===== src/rtl/pipe_ctrl.sv =====
// Pipeline hazard and freeze controller for a five-stage in-order core.
// Decodes load/enable and bubble/flush controls for the PC and the
// IF/ID, ID/EX, EX/MEM and MEM/WB registers from the current hazard
// inputs, and sequences memory-wait freezes, halt draining and timeouts.
//
// Handshake note: mem_req/mem_ack form a level handshake. The MEM-stage
// access is outstanding while mem_req=1 and mem_ack=0. The cycle in which
// mem_ack=1 is the completing cycle, and the pipeline advances on that edge.
module pipe_ctrl (
    input  logic        clk,
    input  logic        reset,
    input  logic [4:0]  id_rs,
    input  logic [4:0]  id_rt,
    input  logic        id_uses_rs,
    input  logic        id_uses_rt,
    input  logic        ex_memread,
    input  logic [4:0]  ex_rd,
    input  logic        ex_br_taken,
    input  logic        mem_req,
    input  logic        mem_ack,
    input  logic        mem_halt,
    output logic        pc_en,
    output logic        ifid_en,
    output logic        idex_en,
    output logic        exmem_en,
    output logic        memwb_en,
    output logic        ifid_flush,
    output logic        idex_flush,
    output logic        exmem_flush,
    output logic        memwb_flush,
    output logic        halted,
    output logic        mem_err,
    output logic [15:0] stall_cnt,
    output logic [1:0]  state_dbg
);

    typedef enum logic [1:0] {
        RUN      = 2'd0,
        MEM_WAIT = 2'd1,
        DRAIN    = 2'd2,
        HALTED   = 2'd3
    } state_t;

    state_t      state_q, state_d;
    logic [7:0]  wait_cnt_q, wait_cnt_d;
    logic [15:0] stall_cnt_q, stall_cnt_d;
    logic        mem_err_q, mem_err_d;

    logic        mem_stall;
    logic        load_use;

    // Unreset control values; reset gating is applied at the ports
    logic        pc_en_c, ifid_en_c, idex_en_c, exmem_en_c, memwb_en_c;
    logic        ifid_flush_c, idex_flush_c, exmem_flush_c, memwb_flush_c;

    // Hazard detection: outstanding memory access and load-use dependency
    always_comb begin
        mem_stall = mem_req & ~mem_ack;
        load_use  = 1'b0;
        if (ex_memread && (ex_rd != 5'd0)) begin
            load_use = (id_uses_rs && (id_rs == ex_rd)) ||
                       (id_uses_rt && (id_rt == ex_rd));
        end
    end

    // Next-state and output decode; priority is memory stall > halt > branch > load-use
    always_comb begin
        state_d       = state_q;
        wait_cnt_d    = wait_cnt_q;
        mem_err_d     = mem_err_q;
        pc_en_c       = 1'b1;
        ifid_en_c     = 1'b1;
        idex_en_c     = 1'b1;
        exmem_en_c    = 1'b1;
        memwb_en_c    = 1'b1;
        ifid_flush_c  = 1'b0;
        idex_flush_c  = 1'b0;
        exmem_flush_c = 1'b0;
        memwb_flush_c = 1'b0;

        case (state_q)
            RUN, MEM_WAIT: begin
                if (mem_stall) begin
                    // Freeze everything upstream of MEM and feed bubbles into WB
                    pc_en_c       = 1'b0;
                    ifid_en_c     = 1'b0;
                    idex_en_c     = 1'b0;
                    exmem_en_c    = 1'b0;
                    memwb_flush_c = 1'b1;
                    if (state_q == RUN) begin
                        state_d    = MEM_WAIT;
                        wait_cnt_d = 8'd0;
                    end else if (wait_cnt_q == 8'hFF) begin
                        state_d   = HALTED;
                        mem_err_d = 1'b1;
                    end else begin
                        wait_cnt_d = wait_cnt_q + 8'd1;
                    end
                end else begin
                    // Freeze released (or never present): EX/ID were held, so
                    // any deferred branch or load-use is evaluated right here.
                    state_d = RUN;
                    if (mem_halt) begin
                        pc_en_c       = 1'b0;
                        ifid_flush_c  = 1'b1;
                        idex_flush_c  = 1'b1;
                        exmem_flush_c = 1'b1;
                        state_d       = DRAIN;
                    end else if (ex_br_taken) begin
                        ifid_flush_c = 1'b1;
                        idex_flush_c = 1'b1;
                    end else if (load_use) begin
                        pc_en_c      = 1'b0;
                        ifid_en_c    = 1'b0;
                        idex_flush_c = 1'b1;
                    end
                end
            end
            DRAIN: begin
                // Let the halt instruction retire while younger work is squashed
                pc_en_c       = 1'b0;
                ifid_flush_c  = 1'b1;
                idex_flush_c  = 1'b1;
                exmem_flush_c = 1'b1;
                state_d       = HALTED;
            end
            HALTED: begin
                pc_en_c    = 1'b0;
                ifid_en_c  = 1'b0;
                idex_en_c  = 1'b0;
                exmem_en_c = 1'b0;
                memwb_en_c = 1'b0;
            end
            default: begin
                state_d = RUN;
            end
        endcase
    end

    // Stall-cycle counter: counts PC-held cycles outside HALTED, saturating
    always_comb begin
        stall_cnt_d = stall_cnt_q;
        if ((state_q != HALTED) && !pc_en_c && (stall_cnt_q != 16'hFFFF)) begin
            stall_cnt_d = stall_cnt_q + 16'd1;
        end
    end

    // State and counter registers with synchronous reset
    always_ff @(posedge clk) begin
        if (reset) begin
            state_q     <= RUN;
            wait_cnt_q  <= 8'd0;
            stall_cnt_q <= 16'd0;
            mem_err_q   <= 1'b0;
        end else begin
            state_q     <= state_d;
            wait_cnt_q  <= wait_cnt_d;
            stall_cnt_q <= stall_cnt_d;
            mem_err_q   <= mem_err_d;
        end
    end

    // Port drive: every enable and flush is held low while reset is asserted
    always_comb begin
        pc_en       = pc_en_c       & ~reset;
        ifid_en     = ifid_en_c     & ~reset;
        idex_en     = idex_en_c     & ~reset;
        exmem_en    = exmem_en_c    & ~reset;
        memwb_en    = memwb_en_c    & ~reset;
        ifid_flush  = ifid_flush_c  & ~reset;
        idex_flush  = idex_flush_c  & ~reset;
        exmem_flush = exmem_flush_c & ~reset;
        memwb_flush = memwb_flush_c & ~reset;
        halted      = (state_q == HALTED);
        mem_err     = mem_err_q;
        stall_cnt   = stall_cnt_q;
        state_dbg   = state_q;
    end

endmodule


===== config.mk =====
export PLATFORM = sky130hd
export DESIGN_NAME = pipe_ctrl
export DESIGN_NICKNAME = d
export VERILOG_FILES = /design/src/rtl/pipe_ctrl.sv
export SDC_FILE = /design/constraint.sdc
export NUM_CORES = 1
export LEC_CHECK = 0
export ABC_AREA = 0
export BUFFER_PORTS_ARGS = -buffer_cell sky130_fd_sc_hd__buf_2
export CAP_MARGIN = 20
export CORE_MARGIN = 10
export CORE_UTILIZATION = 40
export DETAILED_ROUTE_END_ITERATION = 10
export PLACE_DENSITY_LB_ADDON = 0.12
export RECOVER_POWER = 25
export SYNTH_ARGS = -nofsm -noshare
export SYNTH_HDL_FRONTEND = slang
export SYNTH_SLANG_ARGS = --single-unit

===== constraint.sdc =====
create_clock -name clk -period 4.3 [get_ports clk]
set_clock_uncertainty 0.2 [all_clocks]
set_input_delay 1.29 -clock clk [delete_from_list [all_inputs] [get_ports clk]]
set_output_delay 1.29 -clock clk [all_outputs]
set_load 0.05 [all_outputs]

After elaboration in Yosys (flattened, before gate mapping)
Cells that the tools add are included.
{ "totals": {"register_bits": 27, "latch_bits": 0, "mem_bits_rw": 0, "mem_bits_ro": 0, "out_inout_bits": 29, "mem_count": 0} }
{ "classes": {"addsub": 2, "multipliers": 0, "n_div": 0, "order_cmp": 0, "eq_ne": 10, "n_shift": 0, "mux": 33, "bitwise": 12, "n_reduce_logical": 15} }
{ "op_table": {"columns": ["operator", "count"], "rows": [
  ["two-way mux 1 bit", 20],
  ["adder 16 x 1 -> 16 bit, second input constant", 1],
  ["two-way mux 8 bit", 2],
  ["!= test 16 bit, second input constant", 1],
  ["case mux 1 bit (2 select lines)", 6],
  ["== test 5 bit", 2],
  ["bitwise AND 1 bit", 9],
  ["adder 8 x 1 -> 8 bit, second input constant", 1],
  ["== test 8 bit, second input constant", 1],
  ["two-way mux 2 bit", 4],
  ["logical AND 1 bit", 5],
  ["nonzero test 5 bit", 1],
  ["== test 2 bit, second input constant", 2],
  ["!= test 2 bit, second input constant", 2],
  ["!= test 4 bit, second input constant", 1],
  ["case mux 2 bit (2 select lines)", 1],
  ["AND reduction 4 bit", 1],
  ["OR reduction 2 bit", 2],
  ["inverter 1 bit", 3],
  ["AND reduction 3 bit", 1],
  ["== test 2 x 1 -> 1 bit, second input constant", 1],
  ["logical NOT 2 bit", 1],
  ["AND reduction 2 bit", 1],
  ["nonzero test 2 bit", 1],
  ["2 further kinds", 2]
]} }

Logic depth before layout (Yosys ltp)
{ "logic_depth": {"ltp_word": 12, "mapped_depth": 9, "depth_no_buf": 7} }

Least setup slack after synthesis
Ideal clock, no wire load.
{ "synth_path": {"path_type": "input port to output port", "startpoint": "input port reset", "endpoint": "output port ifid_en", "t_arrival_ns": 3.040, "path_slack_ns": -0.230, "stages": 3, "path_buffers": 0, "cell_sequence": "nor2_1 -> nand2_1 -> a21oi_1"} }
{ "synth_via": {"elab_chain_cells": 2} }
{ "synth_lines": {"columns": ["item", "line", "rtl"], "rows": [
  ["start: declaration", "11", "input logic reset,"],
  ["inverter 1 bit", "166", "ifid_en = ifid_en_c & ~reset;"],
  ["bitwise AND 1 bit", "166", null],
  ["end: declaration", "23", "output logic ifid_en,"]
]} }
Every way passes these cells.

Worst setup path in the final report
{ "layout_path": {"startpoint": "input port ex_rd[2]", "endpoint": "output port idex_flush"} }
{ "layout_via": {"elab_chain_cells": 10} }
{ "layout_lines": {"columns": ["item", "line", "rtl"], "rows": [
  ["start: declaration", "17", "input logic [4:0] ex_rd,"],
  ["== test 5 bit, on equally long branches", "61, 62", null],
  ["logical AND 1 bit, on equally long branches", "61, 62", null],
  ["logical OR 1 bit", "61", "load_use = (id_uses_rs && (id_rs == ex_rd)) ||"],
  ["two-way mux 1 bit *", "60", "if (ex_memread && (ex_rd != 5'd0)) begin"],
  ["two-way mux 1 bit *", "112", "end else if (load_use) begin"],
  ["two-way mux 1 bit *", "109", "end else if (ex_br_taken) begin"],
  ["two-way mux 1 bit *", "103", "if (mem_halt) begin"],
  ["two-way mux 1 bit *", "83", "if (mem_stall) begin"],
  ["case mux 1 bit (2 select lines) *", "81", "case (state_q)"],
  ["bitwise AND 1 bit *", "171", "idex_flush = idex_flush_c & ~reset;"],
  ["end: declaration", "28", "output logic idex_flush,"]
]} }
Mark *: on every way between the ends. The rest lies on a longest branch, timed or not.

==> metrics.cfg <==
[run_status]
status = complete, no violations

[placed_design]
port_buffers = 52
hpwl_microns = 2980
place_congestion = 0.830
post-place-cells = 280

[clock_tree]
cts_resized = 0
cts_num_sinks = 27
post_cts_buffers = 0
cts_tree = yes
worstSkewPairLatency_ns = 0.27
cts_hold_buf = 0
cts_buffers = 3
cts_root_buf = clkbuf_8
cts_buffer_depth = 2
clkSlewWorstSetupHoldPaths_ns = 0.10
h-tree-depth = 1

[synth]
avgSynthCellArea_sq_um = 8.15
syn_area_sq_um = 1520
yosysWarningCount = 0
synth_simple_gate_area_share_pct = 30.1
yosys.cell_types.count = 40
synth_top_family_by_area = simple AND/OR/NAND/NOR gates
synthMuxAreaShare_pct = 1.40
yosysTopAreaCell = dfxtp_1
syn-instance-count = 186
synth_fp_nets = 212
synthTopCellsByArea = dfxtp_1 (36%), xor2_1 (6.9%), a21oi_1 (5.6%)
yosys.area_share.xor_xnor_pct = 8.67
yosys.area.top_type_share_pct = 35.7
yosys_register_bits = 27
yosysSeqAreaShare_pct = 35.7
synth_compound_area_share_pct = 18.2
synth_fa_ha_area_share_pct = 1.65

[power_and_ir_drop]
powerDensity_nw_per_um2 = 285
p_leak_uw = 0.000715
max-vdd-ir-drop_v = 0.000107

[routing]
drc_errors = 0
ant_nets = 0
via_count = 1505
drt_iter0_drc = 41
routed_wl_microns = 3760
post_drt_wl_per_cell_microns = 13.3
post_drt_via_cell_ratio = 5.30
drt_first_pass_iters = 4

[grt]
grt_pass1_vias = 1436
busiest_layer = met2
grt_use_total_pct = 11.2
globalRouteOverflowTotal = 0
grt_util_met1_pct = 12.8
met3_usage_pct = 3.93
grt_pass1_wl_microns = 6200
antenna_found_initial = 0
grtUsageMet2_pct = 19.5
grt_max_degree = 19

[timing]
tns_ns = 0
min_period_ns = 4.16
timing.fmax_mhz = 240
hold_viol = 0
fin_crit_sh_pct = 96.8
worst_slew_pin_slew_ns = 0.609
slew_headroom_pct = 59.6
timing.final.max_slew_violations = 0
setup_viol = 0
grt_setup_unrepaired = no

[critical_path]
startpoint_type = input port
worstPathArrival_ns = 2.67
critPathCaptureType = output port
required_ns = 2.81
critPathKind = input port to output port
critPathMaxFanout = 3

[cells_and_area]
final-seq-area_sq_um = 541
finish.net_count = 263
area_growth_pct = 21.6
multi_input_area_sq_um = 908
antenna_cells = 0
drive_above_1_share_pct = 22.0
stdcell_count = 284
fill_cells = 389

[die]
die-area_sq_um = 6650
rows = 22
die_w_microns = 81.5
core_region_area_sq_um = 3660
die_h_microns = 81.5
start_util_pct = 41.4
pin_count = 53

[run]
cap_violations = 0

[hold_path]
hp-class = register to register

[cell families after synthesis]
kind of cell / Yosys count
simple gates: 83
compound gates: 43
mux: 2
xor+xnor: 15
fa+ha+maj: 2
flops: 27
buf+inv: 14
[cells in the final DEF (no fill, tap or decap), types with 3 or more instances in the layout]
cell type  instances
clkbuf_8           3
dfxtp_1           27
or3_1              4
nor4_1             3
a31oi_1            3
clkbuf_1          11
nor2b_1            4
nand4_1            7
inv_1              6
and3_1             3
or4_1             10
o21ai_0            5
xnor2_1            3
nor2_1            19
nand2_1           10
o31ai_1            9
buf_2             41
nor3_1             6
a21oi_1           16
xor2_1            12
nand3_1            6
[path summary, 6_finish.rpt]
kind	endpoint	slack, ns	from	depth (start not counted)
max	idex_flush	0.14	ex_rd[2]	8
min	mem_err$_SDFFE_PP0P_	0.29	mem_err$_SDFFE_PP0P_	2
max reg2reg	stall_cnt[5]$_SDFFE_PP0P_	1.54	stall_cnt[0]$_SDFFE_PP0P_	8
min reg2reg	mem_err$_SDFFE_PP0P_	0.29	mem_err$_SDFFE_PP0P_	2
[synthesized netlist by cell type]
cell	count
dfxtp_1	27
nor2_1	20
a21oi_1	17
xor2_1	12
nand2_1	10
or4_1	10
o31ai_1	9
nand4_1	7
inv_1	6
nand3_1	6
nor3_1	6
o21ai_0	5
clkbuf_1	4
nor2b_1	4
or3_1	4
and3_1	3
nor4_1	3
xnor2_1	3
a211o_1	2
a31oi_1	2
and2_1	2
and4_1	2
buf_2	2
ha_1	2
nand2b_1	2
o21a_1	2
a31oi_2	1
a32oi_1	1
and2_0	1
buf_4	1
buf_6	1
mux2_2	1
mux2i_1	1
nand4b_1	1
o211a_1	1
o211ai_1	1
o21ai_1	1
o31a_1	1
or3b_2	1
or4b_2	1
[power by group]
part	switching (uW)	internal [uW]
logic	82.6	33.8
clock network	79.7	65.7
registers	7.13	256
[stage by stage]
| step | area, sq um | total power, uW | worst slack (ns) | util [%] | hold WS (ns) |
|---|---|---|---|---|---|
| 4_1_cts | 1860 | 535 | 0.137 | 50.9 | 0.293 |
| 2_1_floorplan | 1520 | 355 | 0.0860 | - | 0.263 |
| 5_1_grt | 1840 | 552 | 0.0273 | 50.3 | 0.337 |
| 3_5_place_dp | 1810 | 387 | 0.152 | 49.5 | 0.255 |
| 3_3_place_gp | 1810 | 387 | 0.144 | 49.5 | 0.264 |
| 6_report | 1840 | 524 | 0.138 | 50.3 | 0.295 |
[registers in the layout, summed over array words and instances, names as in the netlist]
signal	flops
mem_err	1
state_dbg	2
wait_cnt_q	8
stall_cnt	16
[worst max-delay path, cell delays in order]
cell and delay, ns:
buf_2 0.12, xor2_1 0.15, nor4_1 0.29, a32oi_1 0.19, nor2_1 0.21, nor2b_1 0.07
nor2_1 0.08, buf_2 0.27
[layer usage]
metal / share of wire [%] / vias up
met5: 0 / -
met4: 0.45 / 0
met3: 7.4 / 2
met2: 46 / 31
met1: 46 / 689
li1: - / 783
[layout make-up]
type	instances	area share [%]
Tap cell	48	3.26
Sequential cell	27	29.3
Clock buffer	3	2.24
Timing Repair Buffer	54	14.2
Multi-Input combinational cell	145	49.3
Clock inverter	1	0.408
Inverter	6	1.22
No activity file was read; power rests on OpenSTA's default activity.
